==> src/rtl/adder_result_accum.sv <==
// Capture stage behind the carry-select adder: sums COUNT {cout,sum} samples per batch
// and hands the batch total plus a sticky wrap flag downstream over valid/ready.
module adder_result_accum #(
   parameter int WIDTH     = 46,
   parameter int ACC_WIDTH = 54,
   parameter int COUNT     = 16,
   localparam int CNT_W    = $clog2(COUNT + 1)
) (
   input  logic                 i_clk,
   input  logic                 i_rst_n,
   input  logic                 i_clear,
   input  logic                 i_valid,
   output logic                 o_ready,
   input  logic [WIDTH-1:0]     i_sum,
   input  logic                 i_cout,
   output logic                 o_valid,
   input  logic                 i_ready,
   output logic [ACC_WIDTH-1:0] o_acc,
   output logic                 o_ovf,
   output logic [CNT_W-1:0]     o_count
);

   typedef enum logic {ACCUM, HOLD} state_t;

   state_t               state;
   state_t               state_next;
   logic [ACC_WIDTH-1:0] acc;
   logic [ACC_WIDTH-1:0] res_acc;
   logic [CNT_W-1:0]     count;
   logic                 ovf;
   logic                 res_ovf;
   logic                 accept;
   logic                 last;
   logic [ACC_WIDTH:0]   acc_sum;

   // Returns {carry, sum}; the top bit is the wrap out of the accumulator.
   function automatic logic [ACC_WIDTH:0] add_sample(input logic [ACC_WIDTH-1:0] a,
                                                     input logic             c,
                                                     input logic [WIDTH-1:0] s);
      return {1'b0, a} + (ACC_WIDTH+1)'({c, s});
   endfunction

   assign accept  = (state == ACCUM) && i_valid;
   assign last    = (count == CNT_W'(COUNT - 1));
   assign acc_sum = add_sample(acc, i_cout, i_sum);

   always_comb begin
      state_next = state;
      if (i_clear) begin
         state_next = ACCUM;
      end else begin
         case (state)
            ACCUM:   if (accept && last) state_next = HOLD;
            HOLD:    if (i_ready) state_next = ACCUM;
            default: state_next = ACCUM;
         endcase
      end
   end

   always_ff @(posedge i_clk or negedge i_rst_n) begin
      if (!i_rst_n) state <= ACCUM;
      else          state <= state_next;
   end

   // Running batch state and the registered result presented while in HOLD.
   always_ff @(posedge i_clk or negedge i_rst_n) begin
      if (!i_rst_n) begin
         acc     <= '0;
         count   <= '0;
         ovf     <= 1'b0;
         res_acc <= '0;
         res_ovf <= 1'b0;
      end else if (i_clear) begin
         acc     <= '0;
         count   <= '0;
         ovf     <= 1'b0;
         res_ovf <= 1'b0;
      end else if (accept) begin
         if (last) begin
            res_acc <= acc_sum[ACC_WIDTH-1:0];
            res_ovf <= ovf | acc_sum[ACC_WIDTH];
            acc     <= '0;
            count   <= '0;
            ovf     <= 1'b0;
         end else begin
            acc   <= acc_sum[ACC_WIDTH-1:0];
            count <= count + CNT_W'(1);
            ovf   <= ovf | acc_sum[ACC_WIDTH];
         end
      end else if ((state == HOLD) && i_ready) begin
         res_ovf <= 1'b0;
      end
   end

   assign o_ready = (state == ACCUM);
   assign o_valid = (state == HOLD);
   assign o_acc   = res_acc;
   assign o_ovf   = res_ovf;
   assign o_count = count;

endmodule

==> config.mk <==
export PLATFORM = sky130hd
export DESIGN_NAME = adder_result_accum
export DESIGN_NICKNAME = d
export VERILOG_FILES = /design/src/rtl/adder_result_accum.sv
export SDC_FILE = /design/constraint.sdc
export NUM_CORES = 1
export LEC_CHECK = 0
export ABC_AREA = 1
export CAP_MARGIN = 20
export CELL_PAD_IN_SITES_DETAIL_PLACEMENT = 1
export CELL_PAD_IN_SITES_GLOBAL_PLACEMENT = 1
export CORE_UTILIZATION = 43
export CTS_CLUSTER_DIAMETER = 120
export DETAILED_ROUTE_END_ITERATION = 10
export PLACE_DENSITY = 0.9
export SLEW_MARGIN = 30
export SYNTH_ARGS = -nofsm -noshare
export SYNTH_HDL_FRONTEND = slang
export SYNTH_SLANG_ARGS = --single-unit
==> constraint.sdc <==
create_clock -name i_clk -period 5.1 [get_ports i_clk]
set_input_delay 1.02 -clock i_clk [delete_from_list [all_inputs] [get_ports i_clk]]
set_output_delay 1.02 -clock i_clk [all_outputs]
set_load 0.01 [all_outputs]
==> run summary <==
outcome: complete, no violations
CTS Root Cell: clkbuf_16
crit-path max cell delay: 480 ps
first-pass GRT wire length: 58,500 µm
WHS: 481 ps
Clock Latency Late Sink: 440 ps
# IOs: 114
Worst Setup Start Kind: input port
top cell type's share of synthesized area: 0.322
Setup crit end kind: register
number of diodes: 0
top cells by area, synth: dfrtp_1 (32%), nand2_1 (27%), inv_1 (11%), nand3_1 (6.8%), ha_1 (6.7%)
area occupied by multi-input gates: 5010 µm²
DRT iter0 DRCs: 531
largest net degree at the start of global routing: 55
die area: 21,500 µm²
proportion of layout cells with a drive suffix above 1: 0.0444
Yosys warning total: 0
TritonCTS Buffers: 17
sequential area share after synthesis: 0.322
worst reg2reg path startpoint: acc[0]$_DFFE_PN0N_
Max Cap Viol: 0
final setup fails: 0
Final min period: 3210 ps
Post-layout nets: 1,686
unrepaired setup endpoints after global routing: false
most frequent cells in the layout: nand2_1 (647), inv_1 (262), nand3_1 (122)
CP startpoint: i_sum[0]
# rows: 52
final setup skew: 12.2 ps
die height: 147 µm
commonest non-fill, non-tap cell in the layout: nand2_1
P per Cell Area: 324 nW/µm²
Worst Path Required: 5410 ps
Synth-to-Final Area Change: 23.2%
leak pwr: 6.24 nW
grt total ovfl: 0
Avg Inst Size Synth: 6.14 µm²
synthesized area: 9010 µm²
initial core utilization: 0.442
CP top delay family: simple AND/OR/NAND/NOR gates
H-tree depth: 4
DRC errors left: 0
post-CTS sizing: 0
critical path cell sequence: clkdlybuf4s50_1 -> ha_1 -> fa_1 -> nand2_1 -> nand3_1 -> nand3_1 -> nand2_2 -> nand2_1 -> nand2_1 -> nand3_1 -> nand4_1 -> nand3_1 -> nand2_1
Bufs and invs on worst path: 1
fmax: 312 MHz
maximum fanout along the worst path: 4
Final Hold Fails: 0
Post-CTS Repair Setup Buffers: 0
Mapped Nets: 1,569
Total GRT Usage: 0.357
Max VDD drop: 0.229 mV
drt first pass iters: 6
Slew @ Worst Pin: 849 ps
worst path arrival time: 3520 ps
input/output buffers: 113
vias in the first global route: 10,600
min-delay src: o_acc[36]$_DFFE_PN0P_
Min-Delay Path Class: reg -> reg
DP HPWL: 28,100 µm
antenna violations before repair: 0
clock buffer depth: 2
Yosys top cell by area: dfrtp_1
via count: 9,968
period utilisation layout: 0.629
chip width: 147 µm
Setup Total Neg Slack: 0 ps
synthesis-stage register bit count: 116
final cell utilization of the core: 0.545
CP Class: in -> reg
CTS tree: built
area of the core: 20,400 µm²
fin area: 11,100 µm²
Clock Sinks: 116
gpl congestion: 0.980
Antenna Nets Post-Route: 0
Avg Vias per Cell: 5.34
fin. max-slew vios: 0
Register Area: 2900 µm²
final wirelength: 37,100 µm
Fill cells: 2,768
post-synthesis cell count: 1,468
Hold Buf Count CTS: 0
critical path's slowest cell: fa_1
Worst-path clk slew: 60 ps
Routed WL per cell: 19.9 µm
Slew HR: 0.434
placed cell area: 10,400 µm²
Distinct cells, synth: 34
[worst register-to-register path, delay by kind of cell, from the launching register on]
kind                     cells  cell delay (ps)
flip-flops                   1              380
AND/OR/NAND/NOR             10             1380
adder cells (fa/ha/maj)      2              720
[cells in the mapped netlist, drive strengths merged]
| cell | instances |
|---|---|
| or2 | 8 |
| nor2 | 91 |
| a21oi | 33 |
| xnor2 | 16 |
| ha | 48 |
| a21boi | 2 |
| nand2 | 648 |
| dfrtp | 116 |
| nand3 | 127 |
| nor3 | 13 |
| xor2 | 7 |
| o31ai | 1 |
| buf | 12 |
| o21ai | 45 |
| o21bai | 5 |
| nand4 | 11 |
| a22o | 2 |
| and2 | 1 |
| nand3b | 2 |
| inv | 266 |
| nor4 | 2 |
| clkbuf | 10 |
| fa | 1 |
| and3 | 1 |
[worst paths after layout]
kind                       slack [ps]                     to  depth (start not counted)
setup / recovery                 1890  o_acc[28]$_DFFE_PN0P_                         13
hold reg to reg                   480  o_acc[36]$_DFFE_PN0P_                          2
hold / removal                    480  o_acc[36]$_DFFE_PN0P_                          2
max in group asynchronous        3510    acc[41]$_DFFE_PN0N_                          2
min in group asynchronous         630     acc[3]$_DFFE_PN0N_                          1
setup reg to reg                 2510  o_acc[28]$_DFFE_PN0P_                         12
[cell type report]
type	instances	share of cell area
clock inverters	15	0.0216
well taps	270	0.0304
inverters	266	0.0899
flip-flops and latches	116	0.261
repair buffers	120	0.107
clock buffers	17	0.0383
multi-input cells	1064	0.451
[per-stage QoR]
stage	std cells	total power, mW	setup slack [ps]
after floorplan	1468	1.72	2440
after global placement	1835	2.09	1630
after detailed placement	1835	2.13	1550
after CTS	1867	3.57	1990
after global routing	1868	3.74	1780
final	1868	3.59	1890
[flip-flops by register name (all words and copies together) (netlist names)]
register,count
o_acc,54
o_count,5
o_ovf,1
ovf,1
o_valid,1
acc,54
[routing by layer]
metal / track usage / vias to the layer above / share of wire
met5: 0 / - / 0
met4: 0.142 / 0 / 0.031
met3: 0.0559 / 75 / 0.053
met2: 0.587 / 307 / 0.47
met1: 0.471 / 4882 / 0.45
li1: - / 4704 / -
[kinds of logic after synthesis]
logic type / synth area share
buffers and inverters: 0.123
and+or+nand+nor: 0.412
xor gates and xnor gates: 0.0224
DFF: 0.322
adders and majority gates: 0.0689
AOI/OAI and AO/OA: 0.0519
[where the power goes]
part | switching (mW) | internal [mW] | leakage [nW]
registers | 0.0446 | 0.978 | 1.59
clock network | 0.538 | 0.883 | 0.326
logic | 0.810 | 0.340 | 4.33
Power figures use the tool's default switching activity.
